`src/rtl/mem_arb_pkg.sv`:
```
// Shared definitions for the two-port memory arbiter: FSM state encoding
// and the default starvation limit.
package mem_arb_pkg;

    typedef enum logic [1:0] {
        IDLE   = 2'd0,
        BUSY_I = 2'd1,
        BUSY_D = 2'd2
    } arb_state_e;

    localparam int unsigned STARVE_MAX_DEF = 4;

endpackage

```
`src/rtl/mem_arb_pick.sv`:
```
// Grant selection: data has priority unless the fetch port has been starved.
module mem_arb_pick (
    input  logic i_req,
    input  logic d_req,
    input  logic starve_hit,
    output logic pick_i,
    output logic pick_d
);

    assign pick_d = d_req && !(starve_hit && i_req);
    assign pick_i = i_req && !pick_d;

endmodule

```
`src/rtl/mem_port_arbiter.sv`:
```
// Arbitrates a fetch port and a data port onto one single-outstanding memory
// port, with a starvation limit protecting the fetch side.
module mem_port_arbiter
    import mem_arb_pkg::*;
#(
    parameter int unsigned ADDR_W     = 32,
    parameter int unsigned STARVE_MAX = STARVE_MAX_DEF,
    parameter int unsigned DW         = 32
) (
    input  logic              clk,
    input  logic              reset,
    input  logic              i_req,
    input  logic [ADDR_W-1:0] i_addr,
    output logic              i_gnt,
    output logic              i_valid,
    output logic [DW-1:0]     i_rdata,
    input  logic              d_req,
    input  logic              d_we,
    input  logic [ADDR_W-1:0] d_addr,
    input  logic [DW-1:0]     d_wdata,
    input  logic [DW/8-1:0]   d_be,
    output logic              d_gnt,
    output logic              d_valid,
    output logic [DW-1:0]     d_rdata,
    output logic              mem_req,
    output logic              mem_we,
    output logic [ADDR_W-1:0] mem_addr,
    output logic [DW-1:0]     mem_wdata,
    output logic [DW/8-1:0]   mem_be,
    input  logic              mem_ack,
    input  logic [DW-1:0]     mem_rdata,
    output logic              busy
);

    localparam int unsigned CNT_W = $clog2(STARVE_MAX + 1);
    localparam logic [CNT_W-1:0] CNT_MAX = CNT_W'(STARVE_MAX);

    arb_state_e        state_q, state_d;
    logic [CNT_W-1:0]  cnt_q, cnt_d;
    logic [ADDR_W-1:0] addr_q, addr_d;
    logic              we_q, we_d;
    logic [DW-1:0]     wdata_q, wdata_d;
    logic [DW/8-1:0]   be_q, be_d;

    logic busy_st, done, arb_en, starve_hit, pick_i, pick_d, gnt_i, gnt_d;

    assign busy_st    = (state_q != IDLE);
    assign done       = busy_st && mem_ack;
    // Grants are gated by reset so every output reads 0 while it is held.
    assign arb_en     = !reset && (!busy_st || mem_ack);
    assign starve_hit = (cnt_q == CNT_MAX);

    mem_arb_pick u_pick (
        .i_req      (i_req),
        .d_req      (d_req),
        .starve_hit (starve_hit),
        .pick_i     (pick_i),
        .pick_d     (pick_d)
    );

    assign gnt_i = arb_en && pick_i;
    assign gnt_d = arb_en && pick_d;

    always_comb begin
        state_d = state_q;
        cnt_d   = cnt_q;
        addr_d  = addr_q;
        we_d    = we_q;
        wdata_d = wdata_q;
        be_d    = be_q;
        if (gnt_i) begin
            state_d = BUSY_I;
            addr_d  = {i_addr[ADDR_W-1:2], 2'b00};
            we_d    = 1'b0;
            wdata_d = '0;
            be_d    = '1;
        end else if (gnt_d) begin
            state_d = BUSY_D;
            addr_d  = {d_addr[ADDR_W-1:2], 2'b00};
            we_d    = d_we;
            wdata_d = d_we ? d_wdata : '0;
            be_d    = d_we ? d_be : '1;
        end else if (done) begin
            state_d = IDLE;
        end
        if (arb_en) begin
            if (!i_req || gnt_i) begin
                cnt_d = '0;
            end else if (gnt_d && (cnt_q != CNT_MAX)) begin
                cnt_d = cnt_q + CNT_W'(1);
            end
        end
    end

    always_ff @(posedge clk or posedge reset) begin
        if (reset) begin
            state_q <= IDLE;
            cnt_q   <= '0;
            addr_q  <= '0;
            we_q    <= 1'b0;
            wdata_q <= '0;
            be_q    <= '0;
        end else begin
            state_q <= state_d;
            cnt_q   <= cnt_d;
            addr_q  <= addr_d;
            we_q    <= we_d;
            wdata_q <= wdata_d;
            be_q    <= be_d;
        end
    end

    assign i_gnt     = gnt_i;
    assign d_gnt     = gnt_d;
    assign i_valid   = done && (state_q == BUSY_I);
    assign d_valid   = done && (state_q == BUSY_D);
    assign i_rdata   = i_valid ? mem_rdata : '0;
    assign d_rdata   = d_valid ? mem_rdata : '0;
    assign mem_req   = busy_st;
    assign mem_we    = we_q;
    assign mem_addr  = addr_q;
    assign mem_wdata = wdata_q;
    assign mem_be    = be_q;
    assign busy      = busy_st;

endmodule

```
`config.mk`:
```
export PLATFORM = sky130hd
export DESIGN_NAME = mem_port_arbiter
export DESIGN_NICKNAME = d
export VERILOG_FILES = /design/src/rtl/mem_arb_pkg.sv /design/src/rtl/mem_arb_pick.sv /design/src/rtl/mem_port_arbiter.sv
export SDC_FILE = /design/constraint.sdc
export NUM_CORES = 1
export LEC_CHECK = 0
export BUFFER_PORTS_ARGS = -buffer_cell sky130_fd_sc_hd__clkbuf_2
export CAP_MARGIN = 5
export CORE_AREA = 5 5 103 105
export CTS_CLUSTER_SIZE = 40
export DETAILED_ROUTE_END_ITERATION = 10
export DIE_AREA = 0 0 108 110
export GPL_ROUTABILITY_DRIVEN = 0
export GPL_TIMING_DRIVEN = 0
export PLACE_DENSITY = 0.87
export SETUP_SLACK_MARGIN = 0.4
export SLEW_MARGIN = 20
export SYNTH_ARGS = -nofsm -noshare
export SYNTH_HDL_FRONTEND = slang
export SYNTH_SLANG_ARGS = --single-unit
```
`constraint.sdc`:
```
create_clock -name clk -period 5.4 [get_ports clk]
set_input_delay 0.27 -clock clk [delete_from_list [all_inputs] [get_ports clk]]
set_output_delay 0.27 -clock clk [all_outputs]
set_load 0.05 [all_outputs]
```
**Word level (Yosys, flattened, before mapping)**

Cells that the tools add are included.

- Add/subtract/negate cells: 1
- Reduce and logical (&&, ||, !) cells: 22
- Equality and inequality tests: 4
- Multiplexer cells: 17

Operators by type and width:

| kind | count |
|---|---|
| $mux 32 | 7 |
| $mux 4 | 3 |
| $logic_and 1x1->1 | 10 |
| $mux 2 | 3 |
| $mux 3 | 2 |
| $reduce_bool 2->1 | 3 |
| $logic_not 1->1 | 5 |
| $add 3x1->3 const B | 1 |
| $eq 3x3->1 const B | 1 |
| $ne 3x3->1 const B | 1 |
| $reduce_bool 3->1 | 1 |
| $eq 2x1->1 const B | 1 |
| $eq 2x2->1 const B | 1 |
| $logic_or 1x1->1 | 2 |
| $mux 1 | 2 |
| $reduce_and 2->1 | 1 |

- Output and inout bits: 139
- Register bits: 74
- Input bits: 138
- Logic and storage cells: 50

**Depth between registers and ports, before layout**

- Depth in word-level cells: 10
- Gate-level depth with buffers: 8

**Hierarchy**

From an unflattened synthesis, not the netlist that was laid out.

- Cells, all modules: 304
- Area total of the unflattened synthesis: 3,488.3 um2

By module, submodules not included:

| module | area each (um2) | times used | cells an instance | sequential area each (um2) |
|---|---|---|---|---|
| mem_port_arbiter | 3,469.6 | 1 | 301 | 1,801.7 |
| mem_arb_pick | 18.8 | 1 | 3 | 0.0 |

**Worst setup path after synthesis**

No wires, ideal clock.

- Path type: register to output
- Start: register state_q[0]
- End: output port d_rdata[22]
- Path buffers: 1
- Setup slack: 3.239 ns
- Data required time: 5.130 ns
- Arrival: 1.891 ns
- Cell stages (with the launch flop): 4
- Cells stage by stage: dfrtp_1 -> nor3b_1 -> clkbuf_1 -> and2_1

- Word-level cells in the longest chain between the ends: 4

Ends and longest elaborated chain:

| element | line | text |
|---|---|---|
| start, declared | mem_port_arbiter.sv:38 | `arb_state_e state_q, state_d;` |
| start signal, assigned | mem_port_arbiter.sv:104 | `state_q <= state_d;` |
| $reduce_bool 2->1 | mem_port_arbiter.sv:47 | `assign busy_st = (state_q != IDLE);` |
| $logic_and 1x1->1 | mem_port_arbiter.sv:48 | `assign done = busy_st && mem_ack;` |
| $logic_and 1x1->1 (*) | mem_port_arbiter.sv:116 | `assign d_valid = done && (state_q == BUSY_D);` |
| via d_valid | mem_port_arbiter.sv:23 | `output logic d_valid,` |
| $mux 32 (*) | mem_port_arbiter.sv:118 | `assign d_rdata = d_valid ? mem_rdata : '0;` |
| end, declared | mem_port_arbiter.sv:24 | `output logic [DW-1:0] d_rdata,` |

The timed path passes the listed nets; every way through them passes the cells marked *.

**Worst setup path in the final report**

- Start: register cnt_q[0]
- End: output port d_gnt

- Word-level cells in the longest chain between the ends: 5

Ends and longest elaborated chain:

| element | line | text |
|---|---|---|
| start, declared | mem_port_arbiter.sv:39 | `logic [CNT_W-1:0] cnt_q, cnt_d;` |
| start signal, assigned | mem_port_arbiter.sv:105 | `cnt_q <= cnt_d;` |
| $eq 3x3->1 | mem_port_arbiter.sv:51 | `assign starve_hit = (cnt_q == CNT_MAX);` |
| $logic_and 1x1->1 | mem_arb_pick.sv:10 | `assign pick_d = d_req && !(starve_hit && i_req);` |
| $logic_not 1->1 | mem_arb_pick.sv:10 |  |
| $logic_and 1x1->1 | mem_arb_pick.sv:10 |  |
| $logic_and 1x1->1 | mem_port_arbiter.sv:62 | `assign gnt_d = arb_en && pick_d;` |
| end, declared | mem_port_arbiter.sv:22 | `output logic d_gnt,` |

Every way passes these cells.

==> impl_metrics.env <==
export IMPL_layoutNonFillerInstCount=765
export IMPL_start_util_pct=38.4
export IMPL_synthSimpleGateAreaFrac_pct=21.5
export IMPL_n_antenna_cell=0
export IMPL_drt_iter0_drc=179
export IMPL_rsz0062_at_grt="no"
export IMPL_setup_tns_ps=0
export IMPL_async_reset_ff_share_pct=100
export IMPL_track_usage_pct=20.3
export IMPL_drc=0
export IMPL_p_leak_nw=2.94
export IMPL_finalClockSkew_ps=13.6
export IMPL_drive_above_1_share_pct=48.4
export IMPL_hold_violations=0
export IMPL_grt_pass1_vias=3916
export IMPL_final_period_utilization_pct=52.9
export IMPL_antenna_found_initial=0
export IMPL_worst_pin_slew_ps=691
export IMPL_cts_buffers=9
export IMPL_whs_ps=151
export IMPL_area_growth_pct=47.0
export IMPL_routed_wl_mm=12.6
export IMPL_synthTopCellsByArea="dfrtp_1 49%, and2_1 11%, a32o_1 8.7%"
export IMPL_core_area_um2=9550
export IMPL_layout_common_cells="267 x clkbuf_2, 72 x dfrtp_1, 64 x and2_1, 33 x nand2_1, 32 x a32o_1"
export IMPL_cts_repair_resize_count=0
export IMPL_synth_top_family_by_area="simple AND/OR/NAND/NOR gates"
export IMPL_final_common_cell="clkbuf_2"
export IMPL_critPathLaunchType="flop"
export IMPL_slowest_stage="clkbuf_1"
export IMPL_fmax_mhz=350
export IMPL_timing_critical_path_buf_inv=4
export IMPL_synth_edf_count=0
export IMPL_power_mw=1.78
export IMPL_ys_flop_type="dfrtp_1"
export IMPL_synthAdderAreaFrac_pct=0.682
export IMPL_dp_hpwl_mm=10.2
export IMPL_root_buffer="clkbuf_8"
export IMPL_maxCapViolations=0
export IMPL_min_period_ps=2850
export IMPL_ys_warn_count=0
export IMPL_ant_nets=0
export IMPL_critPathRequiredTime_ps=5130
export IMPL_via_count=3883
export IMPL_synth_seq_cells=72
export IMPL_crit_family="buffers and inverters"
export IMPL_cts_clk_slew_worst_paths_ps=90
export IMPL_ctsHtreeMaxLevel=3
export IMPL_ys_types=30
export IMPL_avgSynthCellArea_um2=10.6
export IMPL_final_nets=767
export IMPL_clock_latency_ps=350
export IMPL_crit_type="reg2out"
export IMPL_max_stage_delay_ps=460
export IMPL_ioPinCount=277
export IMPL_status="finished, final reports clean"
export IMPL_grt_pass1_wl_mm=19.3
export IMPL_crit_top_cell="clkbuf_1"
export IMPL_placed_cells=749
export IMPL_post_drt_via_cell_ratio=5.08
export IMPL_clock_sinks=72
export IMPL_synth_compound_area_share_pct=20.1
export IMPL_fp_dieH_um=110
export IMPL_slew_headroom_pct=53.8
export IMPL_overflow=0
export IMPL_drt_pass1_iter_count=4
export IMPL_dieArea_um2=11900
export IMPL_cp_cell_sequence="inv_1 -> ha_1 -> and3_1 -> clkbuf_1 -> nor4b_2 -> clkbuf_1 -> clkbuf_2"
export IMPL_crit_path_end_kind="output port"
export IMPL_cts_tree="done"
export IMPL_grt_max_degree=46
export IMPL_p_per_area_nw_per_um2=329
export IMPL_finalMaxSlewViolations=0
export IMPL_synthXorXnorAreaFrac_pct=0
export IMPL_setup_violations_final=0
export IMPL_postCtsSetupRepairBufs=0
export IMPL_wl_per_cell_um=16.5
export IMPL_vdd_drop_max_v=0.000187
export IMPL_ctsHoldBuffers=0
export IMPL_synth_area_mux_share_pct=0.546
export IMPL_port_buffers=267
export IMPL_synth_area_um2=3670
export IMPL_path_max_fanout=10
export IMPL_min_path_type="in2reg"
export IMPL_synth_top_area_share_pct=49.1
export IMPL_yosysTopAreaCell="dfrtp_1"
export IMPL_arrival_ps=2580
export IMPL_rows=36
export IMPL_synthCells=347
export IMPL_cts_path_max_buffers=2
export IMPL_fp_dieW_um=108
export IMPL_yosysSeqAreaShare_pct=49.1
[worst reg2reg max path: stages, from the launching register on]
cell	delay, ps
dfrtp_1	360
inv_1	70
ha_1	220
and3_1	180
clkbuf_1	150
nor4b_2	430
buf_2	330
buf_2	260
a32o_1	190
[kinds of logic (layout without fill, tap and decap cells)]
kind of cell / Yosys count / count (layout)
compound gates: 74 / 74
fa+ha+maj: 2 / 2
buf+inv: 57 / 341
flops: 72 / 72
mux: 2 / 2
other cells: 1 / 2
simple gates: 139 / 139
[worst paths after layout]
check,slack (ps),cells past startpoint,end,start
worst max-delay path,2550,7,d_gnt,cnt_q[0]$_DFFE_PP0P_
worst min-delay path,150,2,mem_addr[29]$_DFFE_PP0P_,i_addr[29]
worst max register to register,3150,8,mem_wdata[25]$_DFFE_PP0P_,cnt_q[0]$_DFFE_PP0P_
worst min register to register,500,1,mem_wdata[21]$_DFFE_PP0P_,mem_wdata[21]$_DFFE_PP0P_
max in group asynchronous,4400,4,mem_wdata[5]$_DFFE_PP0P_,reset
min in group asynchronous,430,3,cnt_q[2]$_DFFE_PP0P_,reset
[metrics by stage]
stage | setup WS, ps | cell area, µm² | utilization (%)
after floorplan | 2860 | 3670 | -
after global placement | 2010 | 5170 | 54.2
after detailed placement | 2930 | 5200 | 54.4
after CTS | 2520 | 5390 | 56.5
after global routing | 2380 | 5390 | 56.5
final | 2550 | 5390 | 56.5
[cell type report]
type                            count  area [µm²]
Multi-Input combinational cell    219        1580
Tap cell                          133         166
Timing Repair Buffer              268        1360
Clock inverter                      7        71.3
Buffer                             44         244
Fill cell                         838        4160
Sequential cell                    72        1800
Inverter                           13        51.3
Clock buffer                        9         124
[report_power, final]
group / switching [mW] / leakage [nW] / internal [mW]
Combinational: 0.504 / 1.92 / 0.192
Clock: 0.241 / 0.0995 / 0.181
Sequential: 0.0451 / 0.917 / 0.614
[sequential cells by signal (all words and copies together), names as in the netlist]
signal     flops
mem_wdata     32
mem_we         1
mem_addr      30
cnt_q          3
mem_be         4
state_q        2
[per-layer routing]
| metal | up-vias | part of all wire [%] | global-route usage, % |
|---|---|---|---|
| met5 | - | 0 | 0 |
| met4 | 0 | 0.82 | 4.24 |
| met3 | 7 | 8.0 | 5.53 |
| met2 | 179 | 51 | 36.2 |
| met1 | 1849 | 40 | 24.8 |
| li1 | 1848 | - | - |
[cell usage after synthesis (3+ instances only)]
master / instances
buf_6: 8
a32o_1: 32
buf_2: 6
and2_1: 64
a32oi_1: 4
a221o_1: 30
buf_4: 3
nand2_1: 33
nor2_1: 4
clkbuf_1: 26
inv_1: 13
nor4_1: 30
dfrtp_1: 72
Note: power is estimated with default switching activity, not from simulation.
